[config.mk]
export PLATFORM = sky130hd
export DESIGN_NAME = lru_grant_sequencer
export DESIGN_NICKNAME = d
export VERILOG_FILES = /design/src/rtl/lru_arb_pkg.sv /design/src/rtl/lru_onehot_enc.sv /design/src/rtl/lru_grant_sequencer.sv
export SDC_FILE = /design/constraint.sdc
export NUM_CORES = 1
export LEC_CHECK = 0
export BUFFER_PORTS_ARGS = -buffer_cell sky130_fd_sc_hd__buf_4
export CORE_ASPECT_RATIO = 0.5
export CORE_MARGIN = 5
export CORE_UTILIZATION = 32
export CTS_CLUSTER_SIZE = 8
export DETAILED_ROUTE_END_ITERATION = 12
export GPL_TIMING_DRIVEN = 0
export SYNTH_ARGS = -nofsm -noshare
export SYNTH_HDL_FRONTEND = slang
export SYNTH_HIERARCHICAL = 1
export SYNTH_SLANG_ARGS = --single-unit
[constraint.sdc]
create_clock -name i_clk -period 2.08 [get_ports i_clk]
set_input_delay 0.52 -clock i_clk [delete_from_list [all_inputs] [get_ports i_clk]]
set_output_delay 0.52 -clock i_clk [all_outputs]
set_load 0.01 [all_outputs]
[src/rtl/lru_arb_pkg.sv]
// ---------------------------------------------------------------------------
// lru_arb_pkg
// Shared definitions for the LRU arbiter and its grant sequencer:
//   - default client count and owner-index width
//   - sequencer FSM state encoding
//   - lowest-set-bit picker with multi-hot detection (reference helper,
//     usable by the arbiter side and its benches)
// No ports (package).
// ---------------------------------------------------------------------------
package lru_arb_pkg;

    localparam int LRU_NUMCLIENTS = 4;
    localparam int LRU_IDX_W      = 2;

    typedef enum logic [1:0] {
        IDLE = 2'd0,
        XFER = 2'd1,
        DONE = 2'd2
    } lru_seq_state_t;

    typedef struct packed {
        logic [LRU_IDX_W-1:0] idx;
        logic                 any;
        logic                 multi;
    } lru_pick_t;

    // Walks from the top bit down so the last hit is the lowest index.
    function automatic lru_pick_t lru_pick_lowest(input logic [LRU_NUMCLIENTS-1:0] vec);
        lru_pick_t p;
        int        cnt;
        p   = '0;
        cnt = 0;
        for (int i = LRU_NUMCLIENTS - 1; i >= 0; i--) begin
            if (vec[i]) begin
                p.idx = LRU_IDX_W'(i);
                cnt++;
            end
        end
        p.any   = (cnt != 0);
        p.multi = (cnt > 1);
        return p;
    endfunction

endpackage

[src/rtl/lru_onehot_enc.sv]
// ---------------------------------------------------------------------------
// lru_onehot_enc
// Combinational lowest-index priority encoder for the arbiter grant vector.
// Ports:
//   i_vec     [N-1:0]   grant vector (nominally one-hot)
//   o_onehot  [N-1:0]   one-hot of the lowest set bit (0 when none)
//   o_idx     [IW-1:0]  binary index of the lowest set bit
//   o_any               at least one bit set
//   o_multi             more than one bit set
// ---------------------------------------------------------------------------
module lru_onehot_enc #(
    parameter int N  = 4,
    parameter int IW = 2
) (
    input  logic [N-1:0]  i_vec,
    output logic [N-1:0]  o_onehot,
    output logic [IW-1:0] o_idx,
    output logic          o_any,
    output logic          o_multi
);

    logic w_found;

    always_comb begin
        o_onehot = '0;
        o_idx    = '0;
        o_multi  = 1'b0;
        w_found  = 1'b0;
        for (int i = 0; i < N; i++) begin
            if (i_vec[i]) begin
                if (!w_found) begin
                    o_onehot[i] = 1'b1;
                    o_idx       = IW'(i);
                    w_found     = 1'b1;
                end else begin
                    o_multi = 1'b1;
                end
            end
        end
        o_any = w_found;
    end

endmodule

[src/rtl/lru_grant_sequencer.sv]
// ---------------------------------------------------------------------------
// lru_grant_sequencer
// Accepts a grant from the LRU arbiter, holds gnt_busy while the owning
// client's burst runs as a valid/ready beat stream, then pulses done so the
// arbiter can update LRU state and re-arbitrate.
//
// Optional feature macro: WATCHDOG_EN
//   defined   -> stall counter aborts a burst after WDOG_CYCLES consecutive
//                stalled beats; adds the o_timeout pulse port.
//   undefined -> a stalled burst waits forever; no o_timeout port.
//
// Ports:
//   i_clk           clock, rising edge
//   i_rst           asynchronous active-high reset
//   i_gnt           grant vector from the arbiter
//   i_req_len       packed per-client length (beats-1), client i at [i*LEN_W +: LEN_W]
//   o_gnt_busy      high in XFER and DONE
//   o_owner_onehot  latched one-hot owner
//   o_owner_idx     latched binary owner index
//   o_xfer_valid    beat valid
//   i_xfer_ready    beat accepted by datapath
//   o_xfer_last     final beat marker (with o_xfer_valid)
//   o_done          one-cycle completion pulse
//   o_err_multi     one-cycle pulse: multi-hot grant was accepted
//   o_timeout       (WATCHDOG_EN only) one-cycle pulse with o_done on abort
//
// state | meaning
// IDLE  | waiting for any grant bit
// XFER  | burst in progress, xfer_valid high
// DONE  | one-cycle completion, done pulse, owner still valid
// ---------------------------------------------------------------------------
module lru_grant_sequencer
    import lru_arb_pkg::*;
#(
    parameter int NUMCLIENTS  = LRU_NUMCLIENTS,
    parameter int IDX_W       = LRU_IDX_W,
    parameter int LEN_W       = 4
`ifdef WATCHDOG_EN
    ,
    parameter int WDOG_CYCLES = 64
`endif
) (
    input  logic                        i_clk,
    input  logic                        i_rst,
    input  logic [NUMCLIENTS-1:0]       i_gnt,
    input  logic [NUMCLIENTS*LEN_W-1:0] i_req_len,
    output logic                        o_gnt_busy,
    output logic [NUMCLIENTS-1:0]       o_owner_onehot,
    output logic [IDX_W-1:0]            o_owner_idx,
    output logic                        o_xfer_valid,
    input  logic                        i_xfer_ready,
    output logic                        o_xfer_last,
    output logic                        o_done,
    output logic                        o_err_multi
`ifdef WATCHDOG_EN
    ,
    output logic                        o_timeout
`endif
);

    lru_seq_state_t          r_state;
    logic                    r_busy;
    logic                    r_valid;
    logic                    r_last;
    logic                    r_done;
    logic                    r_err;
    logic [NUMCLIENTS-1:0]   r_owner_oh;
    logic [IDX_W-1:0]        r_owner_idx;
    logic [LEN_W-1:0]        r_len;
    logic [LEN_W-1:0]        r_cnt;

    logic [NUMCLIENTS-1:0]   w_oh;
    logic [IDX_W-1:0]        w_idx;
    logic                    w_any;
    logic                    w_multi;
    logic [LEN_W-1:0]        w_len;
    logic [LEN_W-1:0]        w_cnt_inc;

`ifdef WATCHDOG_EN
    localparam int WDOG_W = $clog2(WDOG_CYCLES + 1);
    logic [WDOG_W-1:0]       r_stall;
    logic                    r_timeout;
`endif

    lru_onehot_enc #(
        .N  (NUMCLIENTS),
        .IW (IDX_W)
    ) u_enc (
        .i_vec    (i_gnt),
        .o_onehot (w_oh),
        .o_idx    (w_idx),
        .o_any    (w_any),
        .o_multi  (w_multi)
    );

    assign w_len     = i_req_len[w_idx*LEN_W +: LEN_W];
    assign w_cnt_inc = r_cnt + 1'b1;

    always_ff @(posedge i_clk or posedge i_rst) begin
        if (i_rst) begin
            r_state     <= IDLE;
            r_busy      <= 1'b0;
            r_valid     <= 1'b0;
            r_last      <= 1'b0;
            r_done      <= 1'b0;
            r_err       <= 1'b0;
            r_owner_oh  <= '0;
            r_owner_idx <= '0;
            r_len       <= '0;
            r_cnt       <= '0;
`ifdef WATCHDOG_EN
            r_stall     <= '0;
            r_timeout   <= 1'b0;
`endif
        end else begin
            r_done <= 1'b0;
            r_err  <= 1'b0;
`ifdef WATCHDOG_EN
            r_timeout <= 1'b0;
`endif
            case (r_state)
                IDLE: begin
                    if (w_any) begin
                        r_state     <= XFER;
                        r_busy      <= 1'b1;
                        r_valid     <= 1'b1;
                        r_owner_oh  <= w_oh;
                        r_owner_idx <= w_idx;
                        r_len       <= w_len;
                        r_cnt       <= '0;
                        // A zero length field is a single-beat burst, so the
                        // first beat is already the last one.
                        r_last      <= (w_len == '0);
                        r_err       <= w_multi;
`ifdef WATCHDOG_EN
                        r_stall     <= '0;
`endif
                    end
                end
                XFER: begin
                    if (i_xfer_ready) begin
                        if (r_last) begin
                            // Counter is left as-is so it never wraps on a
                            // full 2^LEN_W burst.
                            r_state <= DONE;
                            r_valid <= 1'b0;
                            r_last  <= 1'b0;
                            r_done  <= 1'b1;
                        end else begin
                            r_cnt  <= w_cnt_inc;
                            r_last <= (w_cnt_inc == r_len);
                        end
`ifdef WATCHDOG_EN
                        r_stall <= '0;
`endif
                    end
`ifdef WATCHDOG_EN
                    else if (r_stall == WDOG_W'(WDOG_CYCLES - 1)) begin
                        // Abort: this edge ends the WDOG_CYCLES-th stalled cycle.
                        r_state   <= DONE;
                        r_valid   <= 1'b0;
                        r_last    <= 1'b0;
                        r_done    <= 1'b1;
                        r_timeout <= 1'b1;
                        r_stall   <= '0;
                    end else begin
                        r_stall <= r_stall + 1'b1;
                    end
`endif
                end
                DONE: begin
                    r_state     <= IDLE;
                    r_busy      <= 1'b0;
                    r_owner_oh  <= '0;
                    r_owner_idx <= '0;
                end
                default: begin
                    r_state <= IDLE;
                    r_busy  <= 1'b0;
                    r_valid <= 1'b0;
                    r_last  <= 1'b0;
                end
            endcase
        end
    end

    assign o_gnt_busy     = r_busy;
    assign o_owner_onehot = r_owner_oh;
    assign o_owner_idx    = r_owner_idx;
    assign o_xfer_valid   = r_valid;
    assign o_xfer_last    = r_last;
    assign o_done         = r_done;
    assign o_err_multi    = r_err;
`ifdef WATCHDOG_EN
    assign o_timeout      = r_timeout;
`endif

endmodule

==> impl_metrics.yaml, run 1 <==
power_and_ir_drop:
  p_leak_uw: 0.000679
  comb_power_share_pct: 43.3
  p_switching_uw: 633
  peakVddDrop_mv: 0.373
  power_uw: 1750
  seqPwrFrac_pct: 41.1
  swShare_pct: 36.1
  power.internal_uw: 1120
  clkPwrFrac_pct: 15.6
  p_per_area_mw_per_mm2: 1150
clocking:
  postCtsHoldBufs: 0
  numClockSinks: 21
  cts_max_path_buffers: 2
  cts_max_level: 1
  cts_resized: 0
  clkTransAtPathRegs_ps: 80
  cts_made_buffers: 3
  cts_tree: "built"
  root_buffer: "clkbuf_8"
  clk_latency_ps: 260
  cts_setup_buffers: 0
global_route:
  grt_pass1_vias: 898
  antenna_found_initial: 0
  grt_pass1_wl_um: 4370
  overflow: 0
  grt_usage_pct: 11.8
  grt_start_max_net_pins: 22
timing:
  finalSetupViolCount: 0
  setup_tns_ps: 0
  finalCritPeriodShare_pct: 91.5
  slew_viol_final: 0
  rsz0062_at_grt: "no"
  min_period_ps: 1900
  skew_ps: 4.26
  max_slew_margin_pct: 45.9
  hold-worst-slack_ps: 413
  hold_viol_final: 0
  worst_slew_pin_slew_ps: 811
  fmax_ghz: 0.526
placed_design:
  portBuffers: 33
  routabilityCongestion: 0.707
  place_hpwl_um: 2100
die:
  rows: 15
  core_mm2: 0.00345
  start_util_pct: 33.4
  die_w_um: 95.0
  ios: 34
  die_h_um: 52.5
  dieArea_mm2: 0.00498
detailed_routing:
  vias: 933
  wirelength_um: 2620
  viasPerCell: 4.76
  drcViolationCount: 0
  firstDrtPassIters: 4
  first_iter_violations: 41
  wire_per_inst_um: 13.3
  detail-route-antenna-nets: 0
finish:
  syn2layout_area_growth_pct: 31.3
  layout-drive-gt1-share_pct: 35.2
  fin_nets: 170
  diodes: 0
synth:
  ys.flop_type: "dfrtp_1"
  yosysTopAreaCell: "dfrtp_1"
  ys_ff_latch: 21
  async_flop_share_pct: 100
  synth_most_common_cell: "dfrtp_1"
  syn-cell-area_mm2: 0.00115
  syn_nets: 132
  synth_area_leaders: "dfrtp_1, mux4_2, nor2b_1, nand2_1, o21ai_0"
  ys_seq_area_share_pct: 45.5
  yosysWarnings: 6
  avgSynthCellArea_um2: 10.7
  synth_common_cells: "dfrtp_1, nand2_1, nor2_1, o21ai_0, nor2b_1"
  ys_types: 35
  synth_edf_count: 0
  synthCells: 108
  synth_top_cell_area_share_pct: 45.5
critical_path:
  crit_arrival_ps: 2090
  startpoint_type: "input port"
  crit_required_ps: 2270
  crit_path_max_fanout: 5
  crit_type: "input port to register"
  end_kind: "register"
flow_run:
  drv_cap: 0
outcome:
  outcome: "finished clean"
hold_path:
  hold_path_class: "input port to async pin"
## critical path, cell delays in order
cell,delay (ps)
buf_4,120
nand2b_1,150
a21oi_1,180
buf_6,150
mux4_2,530
nor4_2,270
nand2_1,90
o211ai_2,70
## metal layers
metal  GRT usage, %  wire [µm]
met5              0          0
met2           18.4       1340
met4           5.74         46
met3           3.16         57
met1           15.2       1170
## through the flow
step                setup slack (ps)  utilization, %  instances  area, µm²
global route                    57.1            43.9        196       1520
finish                           178            43.9        196       1520
global placement                -142            42.5        192       1470
floorplan                        122               -        108       1150
detailed placement              -150            42.5        192       1470
CTS                              132            43.8        196       1510
## layout by cell type, fill, tap and decap left out, types with 2 or more instances in the layout
cell type / count
buf_2: 2
dfrtp_1: 21
clkbuf_8: 3
and2_1: 2
xnor2_1: 2
buf_4: 34
inv_1: 3
nor2_1: 8
nand2b_1: 2
o21ai_0: 8
mux2_2: 3
nor2b_1: 7
a21oi_1: 6
mux4_2: 4
nand2_1: 11
xor2_1: 2
a22o_1: 4
nand3_1: 3
## final cells by class
type	instances	area, µm²
fillers	336	1940
multi-input cells	80	594
flip-flops and latches	21	526
repair buffers	33	248
well taps	51	63.8
clock buffers	4	45.0
plain buffers	4	28.8
inverters	3	11.3
## power groups by stage
stage | Combinational (µW) | Sequential, µW | Clock, µW
2_1_floorplan | 475 | 737 | 0
3_3_place_gp | 755 | 730 | 0
3_5_place_dp | 766 | 729 | 0
4_1_cts | 769 | 722 | 284
5_1_grt | 843 | 750 | 309
6_report | 758 | 720 | 272
## path summary, 6_finish.rpt
check	start	end	slack (ps)	cells after the start
max in group asynchronous	i_rst	r_state[1]	1160	2
setup / recovery	i_gnt[2]	o_xfer_last	180	8
hold reg to reg	o_gnt_busy	o_gnt_busy	500	1
setup reg to reg	r_cnt[0]	o_xfer_last	350	5
hold / removal	i_rst	o_owner_onehot[3]	410	2
min in group i_clk	o_gnt_busy	o_gnt_busy	500	1
## flip-flops by register name, summed over array words and instances (netlist names)
name            flops
o_xfer_last         1
o_done              1
r_len               4
r_state             2
o_owner_idx         2
o_owner_onehot      4
r_cnt               4
o_xfer_valid        1
o_err_multi         1
o_gnt_busy          1
## cell families after synthesis
logic type | Yosys count | synth area share, %
compound gates | 27 | 15.4
xor+xnor | 4 | 3.03
fa+ha+maj | 1 | 1.08
buf+inv | 7 | 3.47
flops | 21 | 45.5
mux | 8 | 11.7
simple gates | 40 | 19.8
Power figures use the tool's default switching activity.
==> run 2, diff against run 1 <==
--- a/config.mk
+++ b/config.mk
@@ -12,6 +12,7 @@
 export CTS_CLUSTER_SIZE = 8
 export DETAILED_ROUTE_END_ITERATION = 12
 export GPL_TIMING_DRIVEN = 0
+export PLACE_DENSITY = 0.59
 export SYNTH_ARGS = -nofsm -noshare
 export SYNTH_HDL_FRONTEND = slang
 export SYNTH_HIERARCHICAL = 1
==> impl_metrics.yaml, run 2 (same netlist as run 1, synthesis figures left out) <==
timing:
  rsz0062_at_grt: "no"
  slew_viol_final: 0
  max_slew_margin_pct: 44.0
  worst_slew_pin_slew_ps: 839
  finalSetupViolCount: 0
  fmax_ghz: 0.521
  setup_tns_ps: 0
  hold-worst-slack_ps: 431
  hold_viol_final: 0
  finalCritPeriodShare_pct: 92.3
  skew_ps: 3.81
  min_period_ps: 1920
global_route:
  grt_start_max_net_pins: 22
  antenna_found_initial: 0
  grt_pass1_vias: 870
  grt_pass1_wl_um: 4210
  overflow: 0
  grt_usage_pct: 11.0
detailed_routing:
  met1Wirelength_um: 1280
  first_iter_violations: 43
  wl_met2_um: 1190
  wl_met3_um: 55
  firstDrtPassIters: 2
  viasPerCell: 4.75
  drcViolationCount: 0
  wire_per_inst_um: 13.0
  wirelength_um: 2550
  top_layer_used: "met4"
  vias: 931
  detail-route-antenna-nets: 0
clocking:
  clk_latency_ps: 260
  cts_resized: 0
  cts_max_path_buffers: 2
  root_buffer: "clkbuf_8"
  postCtsHoldBufs: 0
  cts_tree: "built"
  cts_max_level: 1
  numClockSinks: 21
  cts_made_buffers: 3
  clkTransAtPathRegs_ps: 80
  cts_setup_buffers: 0
power_and_ir_drop:
  peakVddDrop_mv: 0.355
  p_per_area_mw_per_mm2: 1150
  power_uw: 1740
  p_leak_uw: 0.000678
finish:
  final_cell_count_no_fill: 196
  fin_nets: 170
  fillerInstances: 339
  layout_commonest_cell: "buf_4"
  diodes: 0
  seqCellArea_um2: 526
  final_cell_mix: "buf_4, dfrtp_1, nand2_1"
  multi_input_area_um2: 589
  layout-drive-gt1-share_pct: 34.5
  syn2layout_area_growth_pct: 30.9
critical_path:
  ff2ff_path_depth: 5
  r2r_end: "o_xfer_last"
  reg2reg_slack_ps: 320
  slowest_delay_ps: 530
  path_delay_family: "multiplexers"
  path_buf_inv: 2
  crit_type: "input port to register"
  reg2reg_from: "r_cnt[0]"
  crit_required_ps: 2270
  crit_path_max_fanout: 5
  startpoint_type: "input port"
  end_kind: "register"
  crit_arrival_ps: 2110
  cpMaxStageDelayCell: "mux4_2"
  path_cells: "buf_4 -> nand2b_1 -> a21oi_1 -> buf_6 -> mux4_2 -> nor4_2 -> nand2_1 -> o211ai_2"
placed_design:
  routabilityCongestion: 0.751
  place_hpwl_um: 2000
  dp_cells: 192
  portBuffers: 33
die:
  die_h_um: 52.5
  core_mm2: 0.00345
  dieArea_mm2: 0.00498
  start_util_pct: 33.4
  rows: 15
  ios: 34
  die_w_um: 95.0
hold_path:
  hold_path_class: "input port to async pin"
outcome:
  outcome: "finished clean"
flow_run:
  drv_cap: 0
-- run 2: per-layer routing --
layer,up-vias,global-route usage [%]
li1,464,-
met1,453,14.7
met2,12,16.9
met3,2,3.59
met4,0,3.35
met5,-,0
-- run 2: cell type report --
type / instances / area share [%]
Buffer: 4 / 1.90
Sequential cell: 21 / 34.8
Multi-Input combinational cell: 80 / 39.0
Tap cell: 51 / 4.22
Inverter: 3 / 0.745
Clock buffer: 4 / 2.98
Timing Repair Buffer: 33 / 16.4
-- run 2: worst max-delay path by stage --
stage                       end  depth (start not counted)  startpoint
finish              o_xfer_last                          8    i_gnt[2]
global placement    o_xfer_last                          6    i_gnt[1]
global route        o_xfer_last                          6    i_gnt[1]
detailed placement  o_xfer_last                          6    i_gnt[1]
CTS                 o_xfer_last                          8    i_gnt[2]
floorplan           o_xfer_last                          7    i_gnt[2]
-- run 2: power by group --
| group | internal (µW) | switching, µW |
|---|---|---|
| Sequential | 573 | 147 |
| Clock | 136 | 130 |
| Combinational | 408 | 349 |
| Total | 1120 | 626 |
-- run 2: per-stage QoR --
stage	cell area, µm²	setup WS, ps	util [%]
floorplan	1150	122	-
global placement	1470	-134	42.5
detailed placement	1470	-117	42.5
CTS	1510	160	43.8
global route	1510	21.3	43.8
finish	1510	160	43.8
